**src/rtl/rf_wb_arbiter_pkg.sv**
```systemverilog
// Shared write-back control types and default register-file geometry.
package rf_ctrl_pkg;

  localparam int unsigned RF_DATA_W  = 32;
  localparam int unsigned RF_ADDR_W  = 5;
  localparam int unsigned RF_NUM_REG = 32;

  // Which requester wins when both ALU and load-return are valid.
  typedef enum logic {
    PRI_MEM = 1'b0,
    PRI_ALU = 1'b1
  } pri_e;

endpackage

```
**src/rtl/rf_wb_arbiter_if.sv**
```systemverilog
// Write-back bus: ALU/load requests, load issue, hazard lookup, RF write port.
interface rf_wb_arbiter_if
  import rf_ctrl_pkg::*;
#(
  parameter int unsigned DATA_W = RF_DATA_W,
  parameter int unsigned ADDR_W = RF_ADDR_W
);

  logic              alu_valid;
  logic [ADDR_W-1:0] alu_adr;
  logic [DATA_W-1:0] alu_data;
  logic              alu_ready;

  logic              mem_valid;
  logic [ADDR_W-1:0] mem_adr;
  logic [DATA_W-1:0] mem_data;
  logic              mem_ready;

  logic              issue_load;
  logic [ADDR_W-1:0] issue_adr;

  logic [ADDR_W-1:0] chk_adr1;
  logic [ADDR_W-1:0] chk_adr2;
  logic              stall;

  logic              rf_en;
  logic [ADDR_W-1:0] rf_w_adr;
  logic [DATA_W-1:0] rf_w_data;

  // Pipeline side: drives requests and lookups, observes grants and RF port.
  modport master (
    output alu_valid, alu_adr, alu_data,
    output mem_valid, mem_adr, mem_data,
    output issue_load, issue_adr, chk_adr1, chk_adr2,
    input  alu_ready, mem_ready, stall, rf_en, rf_w_adr, rf_w_data
  );

  // Arbiter side.
  modport slave (
    input  alu_valid, alu_adr, alu_data,
    input  mem_valid, mem_adr, mem_data,
    input  issue_load, issue_adr, chk_adr1, chk_adr2,
    output alu_ready, mem_ready, stall, rf_en, rf_w_adr, rf_w_data
  );

endinterface

```
**src/rtl/rf_wb_arbiter_scoreboard.sv**
```systemverilog
// Pending-load scoreboard: one bit per register, set on load issue,
// cleared on load write-back, looked up for the two decode sources.
module wb_scoreboard
  import rf_ctrl_pkg::*;
#(
  parameter int unsigned ADDR_W  = RF_ADDR_W,
  parameter int unsigned NUM_REG = RF_NUM_REG
) (
  input  logic              CLK,
  input  logic              RST,
  input  logic              set_en,
  input  logic [ADDR_W-1:0] set_adr,
  input  logic              clr_en,
  input  logic [ADDR_W-1:0] clr_adr,
  input  logic [ADDR_W-1:0] chk_adr1,
  input  logic [ADDR_W-1:0] chk_adr2,
  output logic              stall
);

  localparam logic [NUM_REG-1:0] ONE = {{(NUM_REG-1){1'b0}}, 1'b1};

  logic [NUM_REG-1:0] pending;
  logic [NUM_REG-1:0] set_vec;
  logic [NUM_REG-1:0] clr_vec;

  // Decode set/clear into one-hot masks; x0 can never become pending.
  always_comb begin
    set_vec    = set_en ? (ONE << set_adr) : '0;
    set_vec[0] = 1'b0;
    clr_vec    = clr_en ? (ONE << clr_adr) : '0;
  end

  // Set is applied after clear so a newly issued load supersedes the old one.
  always_ff @(posedge CLK or posedge RST) begin
    if (RST) pending <= '0;
    else     pending <= (pending & ~clr_vec) | set_vec;
  end

  // Read-after-load hazard lookup for both decode sources.
  always_comb begin
    stall = pending[chk_adr1] | pending[chk_adr2];
  end

endmodule

```
**src/rtl/rf_wb_arbiter.sv**
```systemverilog
// Register-file write-back controller: round-robin arbitration between the
// ALU and load-return paths, registered RF write port, pending-load scoreboard.
module rf_wb_arbiter
  import rf_ctrl_pkg::*;
#(
  parameter int unsigned DATA_W  = RF_DATA_W,
  parameter int unsigned ADDR_W  = RF_ADDR_W,
  parameter int unsigned NUM_REG = RF_NUM_REG
) (
  input  logic          CLK,
  input  logic          RST,
  rf_wb_arbiter_if.slave bus
);

  pri_e              state;
  logic              grant_alu;
  logic              grant_mem;
  logic              en_q;
  logic [ADDR_W-1:0] adr_q;
  logic [DATA_W-1:0] data_q;

  // Grant: a lone requester always wins, a tie goes to the favoured side;
  // nothing is granted while reset is asserted.
  always_comb begin
    grant_mem = !RST && bus.mem_valid && (!bus.alu_valid || state == PRI_MEM);
    grant_alu = !RST && bus.alu_valid && (!bus.mem_valid || state == PRI_ALU);
  end

  // Priority FSM and registered RF write port; x0 writes are accepted but dropped.
  always_ff @(posedge CLK or posedge RST) begin
    if (RST) begin
      state  <= PRI_MEM;
      en_q   <= 1'b0;
      adr_q  <= '0;
      data_q <= '0;
    end else if (grant_mem) begin
      state  <= PRI_ALU;
      en_q   <= |bus.mem_adr;
      adr_q  <= bus.mem_adr;
      data_q <= bus.mem_data;
    end else if (grant_alu) begin
      state  <= PRI_MEM;
      en_q   <= |bus.alu_adr;
      adr_q  <= bus.alu_adr;
      data_q <= bus.alu_data;
    end else begin
      en_q   <= 1'b0;
    end
  end

  assign bus.mem_ready = grant_mem;
  assign bus.alu_ready = grant_alu;
  assign bus.rf_en     = en_q;
  assign bus.rf_w_adr  = adr_q;
  assign bus.rf_w_data = data_q;

  wb_scoreboard #(
    .ADDR_W  (ADDR_W),
    .NUM_REG (NUM_REG)
  ) u_scoreboard (
    .CLK      (CLK),
    .RST      (RST),
    .set_en   (bus.issue_load),
    .set_adr  (bus.issue_adr),
    .clr_en   (grant_mem),
    .clr_adr  (bus.mem_adr),
    .chk_adr1 (bus.chk_adr1),
    .chk_adr2 (bus.chk_adr2),
    .stall    (bus.stall)
  );

endmodule
```
**src/flat_wrapper.sv**
```systemverilog
// flat-port wrapper written by rule: the top's interface ports become plain ports
module rf_wb_arbiter_flat import rf_ctrl_pkg::*;
#(
  parameter int unsigned DATA_W  = RF_DATA_W,
  parameter int unsigned ADDR_W  = RF_ADDR_W,
  parameter int unsigned NUM_REG = RF_NUM_REG
)
  (CLK, RST, bus_alu_valid, bus_alu_adr, bus_alu_data, bus_mem_valid, bus_mem_adr, bus_mem_data, bus_issue_load, bus_issue_adr, bus_chk_adr1, bus_chk_adr2, bus_alu_ready, bus_mem_ready, bus_stall, bus_rf_en, bus_rf_w_adr, bus_rf_w_data);
  rf_wb_arbiter_if #(.DATA_W(DATA_W), .ADDR_W(ADDR_W)) bus_i ();
  input  logic CLK;
  input  logic RST;
  input wire logic [$bits(bus_i.alu_valid)-1:0] bus_alu_valid;
  input wire logic [$bits(bus_i.alu_adr)-1:0] bus_alu_adr;
  input wire logic [$bits(bus_i.alu_data)-1:0] bus_alu_data;
  input wire logic [$bits(bus_i.mem_valid)-1:0] bus_mem_valid;
  input wire logic [$bits(bus_i.mem_adr)-1:0] bus_mem_adr;
  input wire logic [$bits(bus_i.mem_data)-1:0] bus_mem_data;
  input wire logic [$bits(bus_i.issue_load)-1:0] bus_issue_load;
  input wire logic [$bits(bus_i.issue_adr)-1:0] bus_issue_adr;
  input wire logic [$bits(bus_i.chk_adr1)-1:0] bus_chk_adr1;
  input wire logic [$bits(bus_i.chk_adr2)-1:0] bus_chk_adr2;
  output wire logic [$bits(bus_i.alu_ready)-1:0] bus_alu_ready;
  output wire logic [$bits(bus_i.mem_ready)-1:0] bus_mem_ready;
  output wire logic [$bits(bus_i.stall)-1:0] bus_stall;
  output wire logic [$bits(bus_i.rf_en)-1:0] bus_rf_en;
  output wire logic [$bits(bus_i.rf_w_adr)-1:0] bus_rf_w_adr;
  output wire logic [$bits(bus_i.rf_w_data)-1:0] bus_rf_w_data;
  assign bus_i.alu_valid = bus_alu_valid;
  assign bus_i.alu_adr = bus_alu_adr;
  assign bus_i.alu_data = bus_alu_data;
  assign bus_i.mem_valid = bus_mem_valid;
  assign bus_i.mem_adr = bus_mem_adr;
  assign bus_i.mem_data = bus_mem_data;
  assign bus_i.issue_load = bus_issue_load;
  assign bus_i.issue_adr = bus_issue_adr;
  assign bus_i.chk_adr1 = bus_chk_adr1;
  assign bus_i.chk_adr2 = bus_chk_adr2;
  assign bus_alu_ready = bus_i.alu_ready;
  assign bus_mem_ready = bus_i.mem_ready;
  assign bus_stall = bus_i.stall;
  assign bus_rf_en = bus_i.rf_en;
  assign bus_rf_w_adr = bus_i.rf_w_adr;
  assign bus_rf_w_data = bus_i.rf_w_data;
  rf_wb_arbiter #(.DATA_W(DATA_W), .ADDR_W(ADDR_W), .NUM_REG(NUM_REG)) u_core (.CLK(CLK), .RST(RST), .bus(bus_i));
endmodule
```
**config.mk**
```make
export PLATFORM = sky130hd
export DESIGN_NAME = rf_wb_arbiter_flat
export DESIGN_NICKNAME = d
export VERILOG_FILES = /design/src/rtl/rf_wb_arbiter_pkg.sv /design/src/rtl/rf_wb_arbiter_if.sv /design/src/rtl/rf_wb_arbiter_scoreboard.sv /design/src/rtl/rf_wb_arbiter.sv /design/src/flat_wrapper.sv
export SDC_FILE = /design/constraint.sdc
export NUM_CORES = 1
export LEC_CHECK = 0
export BUFFER_PORTS_ARGS = -buffer_cell sky130_fd_sc_hd__buf_2
export CAP_MARGIN = 20
export CORE_MARGIN = 10
export CORE_UTILIZATION = 40
export CTS_BUF_LIST = sky130_fd_sc_hd__clkbuf_2 sky130_fd_sc_hd__clkbuf_4 sky130_fd_sc_hd__clkbuf_8
export DETAILED_ROUTE_END_ITERATION = 16
export GPL_TIMING_DRIVEN = 0
export PLACE_DENSITY = 0.66
export SYNTH_ARGS = -nofsm -noshare
export SYNTH_HDL_FRONTEND = slang
export SYNTH_SLANG_ARGS = --single-unit
```
**constraint.sdc**
```tcl
create_clock -name CLK -period 9.89 [get_ports CLK]
set_clock_uncertainty 0.15 [all_clocks]
set_input_delay 1.978 -clock CLK [delete_from_list [all_inputs] [get_ports CLK]]
set_output_delay 1.978 -clock CLK [all_outputs]
set_load 0.02 [all_outputs]
```
# Yosys cells after proc, flatten, opt, wreduce, memory -nomap -nowiden
# Cells that the tools add are included.
# totals
reg_bits	71
ram_bits	0
romBits	0
n_memories	0
in_bits	94
latch_bits	0
word_cells	40
# classes
n_reduce_logical	12
multipliers	0
order_cmp	2
muxes	14
bitwise	5
n_eq_ne	0
div	0
addsub	0
n_shift	2
# op_table
operator	n
32-bit two-way mux	4
1-bit by 5-bit << shifter with 32-bit output, first input constant	2
32-bit AND	1
32-bit NOT	1
32-bit bitwise OR	1
5-bit by 6-bit less-than comparator with 1-bit output, second input constant	2
1-bit binary-select mux with 5-bit select	2
5-bit two-way mux	2
5-bit OR reduction	2
1-bit two-way mux	6
1-bit logical AND	4
1-bit logical NOT	3
1-bit logical OR	2
2-bit nonzero test	1
1-bit NOT	1
1-bit bitwise OR	1

# Depth between registers and ports, before layout
# Gate-level depths: netlist (run 1).
# depth
depth_word	7
ltp_mapped	7
mapped_depth_nobuf	6

# Modules after synthesis
# From an unflattened synthesis (run 1), not the netlist that was laid out.
# hier_totals
hier_cells	425
hier_area_um2	3971.3
# by_module_without_submodules
mod	area_each_um2	seq_area_each_um2	cells_per_inst	n_inst
wb_scoreboard	1991.9	800.8	196	1
rf_wb_arbiter	1979.4	975.9	229	1

# Worst setup path after synthesis (run 1)
# OpenSTA, ideal clock, no wires.
# synth_timing
kind	input-to-output
start	in RST
end	out bus_alu_ready
path_buffers	0
t_arrival_ps	4181
required_time_ps	7762
path_stages	3
path_slack_ps	3581
path_cell_list	inv_1 > nand2_1 > a21oi_1
# synth_via
elab_chain_len	3
# synth_lines
element	line	text
from (decl)	flat_wrapper.sv:11	input logic RST;
1-bit logical NOT	rf_wb_arbiter.sv:26	grant_alu = !RST && bus.alu_valid && (!bus.mem_valid || state == PRI_ALU);
1-bit logical AND (2 in series)	rf_wb_arbiter.sv:26	
to (decl)	flat_wrapper.sv:22	output wire logic [$bits(bus_i.alu_ready)-1:0] bus_alu_ready;
# Every way passes these cells.

# Final worst setup path (run 1)
# Same ends and word-level chain as after synthesis.

==> results.json, run 1 <==
{
  "end_kind": "output port",
  "gp_congestion": 0.883,
  "cts_tree": "built",
  "crit_arrival_ps": 3520,
  "grt_usage_pct": 17.2,
  "final_common_cell": "buf_2",
  "grt.busiest_layer": "met2",
  "rsz0062_at_grt": "no",
  "wl_per_cell_um": 18.8,
  "grt_max_degree": 74,
  "ir_worst_vdd_uv": 114,
  "worstReg2RegEnd": "u_core.u_scoreboard.pending[23]",
  "viasPerCell": 5.48,
  "fin_nets": 594,
  "design_area_um2": 4690,
  "max_freq_mhz": 177,
  "drive_gt1_share_pct": 32.9,
  "die_w_um": 116,
  "hold_ws_ps": 325,
  "clock-sinks": 71,
  "use_met3_pct": 7.40,
  "rows": 35,
  "hp-class": "reg2reg",
  "leakage_nw": 2.14,
  "min_period_over_period_pct": 57.1,
  "htree_levels": 3,
  "yosysWarnings": 0,
  "cts_resized": 0,
  "dpl_cell_area_um2": 4480,
  "drtAntennaViolNets": 0,
  "fillers": 893,
  "cts-root-buf": "clkbuf_8",
  "synth_edf_count": 0,
  "maxCapViolCount": 0,
  "r2r-start": "u_core.state",
  "initial_core_util_pct": 40.6,
  "use_met2_pct": 27.8,
  "routed_wl_um": 11600,
  "clk_transition_reported_paths_ps": 70,
  "insertion_delay_ps": 350,
  "fin_crit_ps": 5640,
  "mostFrequentLayoutCells": "132 x buf_2, 97 x o21ai_0, 71 x dfrtp_1, 42 x nand2_1, 39 x mux2i_1",
  "dieHeight_um": 116,
  "setup_viol": 0,
  "worstPathMaxFanout": 73,
  "syn-cell-area_um2": 3700,
  "yosysSeqAreaShare_pct": 48.0,
  "crit_end": "bus_alu_ready",
  "async_flop_share_pct": 100,
  "vias": 3374,
  "power_density_nw_per_um2": 177,
  "tns_ps": 0,
  "crit_required_ps": 7760,
  "worst_pin_slew_ps": 865,
  "grt_overflow": 0,
  "crit_path_start": "RST",
  "cts_hold_buf": 0,
  "ys_types": 39,
  "dr.pass1.iters": 5,
  "use_met1_pct": 20.3,
  "ys_dominant_reg_cell": "dfrtp_1",
  "status": "finished, final reports clean",
  "area_growth_pct": 26.6,
  "drt_iter0_markers": 148,
  "clockBufferDepth": 2,
  "post-cts-setup-buffer-count": 0,
  "timing.final.hold_violations": 0,
  "slew_violations": 0,
  "die_area_um2": 13500,
  "power.total_mw": 0.830,
  "ff2ff_setup_slack_ps": 8060,
  "critPathKind": "in2out",
  "dp_hpwl_um": 9260,
  "startpoint_type": "input pin",
  "core_region_area_um2": 9110,
  "antenna_found_initial": 1,
  "grt_pass1_vias": 3648,
  "slew_headroom_pct": 42.4,
  "n_antenna_cell": 0,
  "synth.net_count": 455,
  "ioPinCount": 135,
  "route.detailed.drc": 0,
  "synth-seq-cells": 71,
  "netlist_instances": 361,
  "numCtsBuffers": 9,
  "synth_area_per_cell_um2": 10.3,
  "port_buffers": 128,
  "grt_pass1_wl_um": 18300,
  "r2r_cells": 6
}
## sequential cells by signal, summed over array words and instances (netlist names)
| name | flops |
|---|---|
| u_core.bus.rf_en | 1 |
| u_core.bus.rf_w_adr | 5 |
| u_core.bus.rf_w_data | 32 |
| u_core.state | 1 |
| u_core.u_scoreboard.pending | 32 |
## final cells by class
type	instances	area, um2	share of cell area, %
buffer	19	96.3	2.06
tap	111	139	2.96
clock inverter	5	57.6	1.23
multi-input combinational	264	1800	38.5
timing repair buffer	128	641	13.7
clock buffer	11	145	3.10
sequential	71	1780	37.9
inverter	7	28.8	0.614
## where the power goes
group	switching, mW	total [mW]	internal, mW
Combinational	0.116	0.206	0.0903
Sequential	0.0415	0.386	0.344
Clock	0.113	0.238	0.126
Total	0.270	0.830	0.560
## per-layer routing
metal / wire length, um / part of all wire [%]
met5: 13 / 0.11
met4: 133 / 1.1
met3: 1190 / 10
met2: 5380 / 46
met1: 4900 / 42
## logic make-up after synthesis
kind of cell / share of synthesized area [%]
AO/OA/AOI/OAI: 16.7
multiplexers: 18.7
buffers and inverters: 3.31
flip-flops: 48.0
AND/OR/NAND/NOR: 13.3
## cell usage after synthesis, types with 2 or more instances
| library cell | number | area (um2) |
|---|---|---|
| a211oi_1 | 2 | 15.0 |
| a21oi_1 | 3 | 15.0 |
| a222oi_1 | 3 | 30.0 |
| a311oi_1 | 3 | 26.3 |
| buf_2 | 4 | 20.0 |
| buf_4 | 3 | 22.5 |
| clkbuf_1 | 10 | 37.5 |
| dfrtp_1 | 71 | 1780 |
| inv_1 | 6 | 22.5 |
| mux2_2 | 3 | 33.8 |
| mux2i_1 | 39 | 390 |
| mux4_1 | 5 | 131 |
| mux4_2 | 6 | 135 |
| nand2_1 | 42 | 158 |
| nand2b_1 | 11 | 68.8 |
| nand3_1 | 7 | 35.0 |
| nand3b_1 | 2 | 15.0 |
| nand4_1 | 5 | 31.3 |
| nand4b_1 | 3 | 26.3 |
| nor2_1 | 5 | 18.8 |
| nor2b_1 | 8 | 50.1 |
| nor3_1 | 2 | 10.0 |
| nor3b_1 | 2 | 15.0 |
| o21ai_0 | 97 | 485 |
| or2_2 | 2 | 12.5 |
| or3_1 | 4 | 25.0 |
## worst min-delay path by stage
stage	slack (ps)	from	end	cells after the start
2_1_floorplan	310	u_core.u_scoreboard.pending[0]	u_core.u_scoreboard.pending[0]	1
3_3_place_gp	310	u_core.bus.rf_w_data[5]	u_core.bus.rf_w_data[5]	2
3_5_place_dp	320	u_core.bus.rf_w_data[6]	u_core.bus.rf_w_data[6]	2
4_1_cts	330	u_core.bus.rf_w_data[6]	u_core.bus.rf_w_data[6]	2
5_1_grt	360	u_core.bus.rf_w_data[23]	u_core.bus.rf_w_data[23]	2
6_report	320	u_core.bus.rf_w_data[6]	u_core.bus.rf_w_data[6]	2
## worst max-delay path: stages
cell	delay [ps]
buf_2	120
inv_4	620
nand2_1	160
a21oi_1	360
buf_2	250
## stage by stage
stage | worst slack [ps] | instances | utilization, %
3_5_place_dp | 4150 | 600 | 49.2
6_report | 4250 | 616 | 51.5
2_1_floorplan | 3580 | 361 | -
4_1_cts | 4150 | 616 | 51.5
3_3_place_gp | 2680 | 600 | 49.2
5_1_grt | 3980 | 616 | 51.5
Power figures use the tool's default switching activity.
==> run 2: changes to the inputs <==
- PLACE_DENSITY: 0.66 -> 0.68
- clock period: 9.89 -> 5.09 ns (I/O delays scaled with it)
==> run 2 against run 1 <==
Net effect: die area unchanged; non-clock buffer count unchanged; sequential share of layout area increased by 0.25 points; critical path depth unchanged; clock power increased by 69%; clock-buffer cell count increased by 2; largest power group unchanged; routed wire length increased by 0.80%; via count increased by 2.5%; critical path type unchanged; critical endpoint unchanged; flip-flop and latch count unchanged; global-route usage increased by 0.55 points; highest routed layer unchanged; utilization decreased by 0.34 points.
==> results.json, run 2 (same netlist as run 1, synthesis figures left out) <==
{
  "startpoint_type": "input pin",
  "cpMaxStageDelayCell": "inv_4",
  "rows": 35,
  "die_area_um2": 13500,
  "ff2ff_setup_slack_ps": 3220,
  "critical_path.top_delay_family": "buffers and inverters",
  "maxCapViolCount": 0,
  "postLayoutCoreUtil_pct": 51.1,
  "power_density_nw_per_um2": 334,
  "crit_arrival_ps": 2600,
  "setup_viol": 0,
  "fin_nets": 594,
  "cts-root-buf": "clkbuf_8",
  "grt_overflow": 0,
  "met1_length_um": 4570,
  "numCtsBuffers": 9,
  "cts_tree": "built",
  "ioPinCount": 135,
  "slew_headroom_pct": 41.9,
  "clockBufferDepth": 2,
  "timing.final.hold_violations": 0,
  "critPathKind": "in2out",
  "leakage_nw": 2.14,
  "htree_levels": 3,
  "port_buffers": 128,
  "area_growth_pct": 25.8,
  "post-cts-setup-buffer-count": 0,
  "min_period_over_period_pct": 74.0,
  "maxUsedRoutingLayer": "met5",
  "cts_hold_buf": 0,
  "final_common_cell": "buf_2",
  "initial_core_util_pct": 40.6,
  "grt_usage_pct": 17.8,
  "cp_cell_sequence": "buf_2 > inv_4 > nand2_1 > a21oi_1 > buf_2",
  "cpMostUsedCell": "buf_2",
  "fin_crit_ps": 3770,
  "hp-class": "reg2reg",
  "route.met3.wl_um": 1480,
  "layout_setup_ws_ps": 1320,
  "fillers": 892,
  "status": "finished, final reports clean",
  "grt_max_degree": 74,
  "worst_pin_slew_ps": 872,
  "grt_pass1_wl_um": 19000,
  "clk_transition_reported_paths_ps": 70,
  "vias": 3460,
  "dieHeight_um": 116,
  "dp_hpwl_um": 9470,
  "die_w_um": 116,
  "met2_length_um": 5460,
  "drive_gt1_share_pct": 32.6,
  "clock-sinks": 71,
  "insertion_delay_ps": 330,
  "wl_per_cell_um": 19.1,
  "cts_resized": 0,
  "dr.pass1.iters": 5,
  "core_region_area_um2": 9110,
  "max_freq_mhz": 265,
  "pre_cts_ws_ps": 1250,
  "drt_iter0_markers": 222,
  "antenna_found_initial": 1,
  "route.detailed.drc": 0,
  "n_antenna_cell": 0,
  "worstPathMaxFanout": 73,
  "drtAntennaViolNets": 0,
  "end_kind": "output port",
  "rsz0062_at_grt": "no",
  "viasPerCell": 5.64,
  "crit_required_ps": 3920,
  "critPathMaxStageDelay_ps": 620,
  "grt_pass1_vias": 3642,
  "ir_worst_vdd_uv": 174,
  "crit_buf_inv": 3,
  "gp_congestion": 0.881,
  "slew_violations": 0,
  "mostFrequentLayoutCells": "132 x buf_2, 97 x o21ai_0, 71 x dfrtp_1, 42 x nand2_1, 39 x mux2i_1",
  "routed_wl_um": 11700
}
## run 2: cell types whose count changed in the layout (fill, tap and decap cells not counted), sizes merged
cell and change:
clkinvlp -3, clkbuf +2, bufinv -1
## run 2: path summary, 6_finish.rpt
path / cells after the start / from / endpoint
min: 2 / u_core.bus.rf_w_data[29] / u_core.bus.rf_w_data[29]
min reg2reg: 2 / u_core.bus.rf_w_data[29] / u_core.bus.rf_w_data[29]
max reg2reg: 6 / u_core.state / u_core.u_scoreboard.pending[24]
max in group asynchronous: 2 / RST / u_core.u_scoreboard.pending[14]
min in group asynchronous: 2 / RST / u_core.bus.rf_w_data[13]
max: 5 / RST / bus_alu_ready
## run 2: power by group
group	switching, mW	leakage (nW)	internal [mW]
Combinational	0.228	1.19	0.176
Sequential	0.0812	0.857	0.669
Clock	0.195	0.0922	0.209
Total	0.504	2.14	1.05
## run 2: stage by stage
step / setup TNS [ps] / instance area [um2] / power (mW) / hold slack, ps / cells
final: 0 / 4660 / 1.56 / 327 / 614
after global routing: 0 / 4660 / 1.65 / 352 / 614
after CTS: 0 / 4660 / 1.57 / 330 / 614
after detailed placement: 0 / 4480 / 1.17 / 316 / 600
after global placement: -148 / 4480 / 1.15 / 307 / 600
after floorplan: 0 / 3700 / 0.989 / 314 / 361
## run 2: routing by layer
layer	up-vias	track usage (%)
li1	1604	-
met1	1666	20.8
met2	171	28.5
met3	17	8.06
met4	2	5.67
met5	-	0
## run 2: cell type report
cell class                 count  area [um2]  area share [%]
clock inverter                 1        5.00           0.107
inverter                       7        28.8           0.618
timing repair buffer         128         641            13.8
sequential                    71        1780            38.2
buffer                        19        96.3            2.07
tap                          111         139            2.98
clock buffer                  13         166            3.57
multi-input combinational    264        1800            38.7
## run 2: worst reg2reg max path: cells and delay by family, from the launching register on
| family | cells | cell delay, ps |
|---|---|---|
| buf+inv | 2 | 370 |
| simple gates | 1 | 180 |
| flops | 1 | 400 |
| compound gates | 3 | 620 |
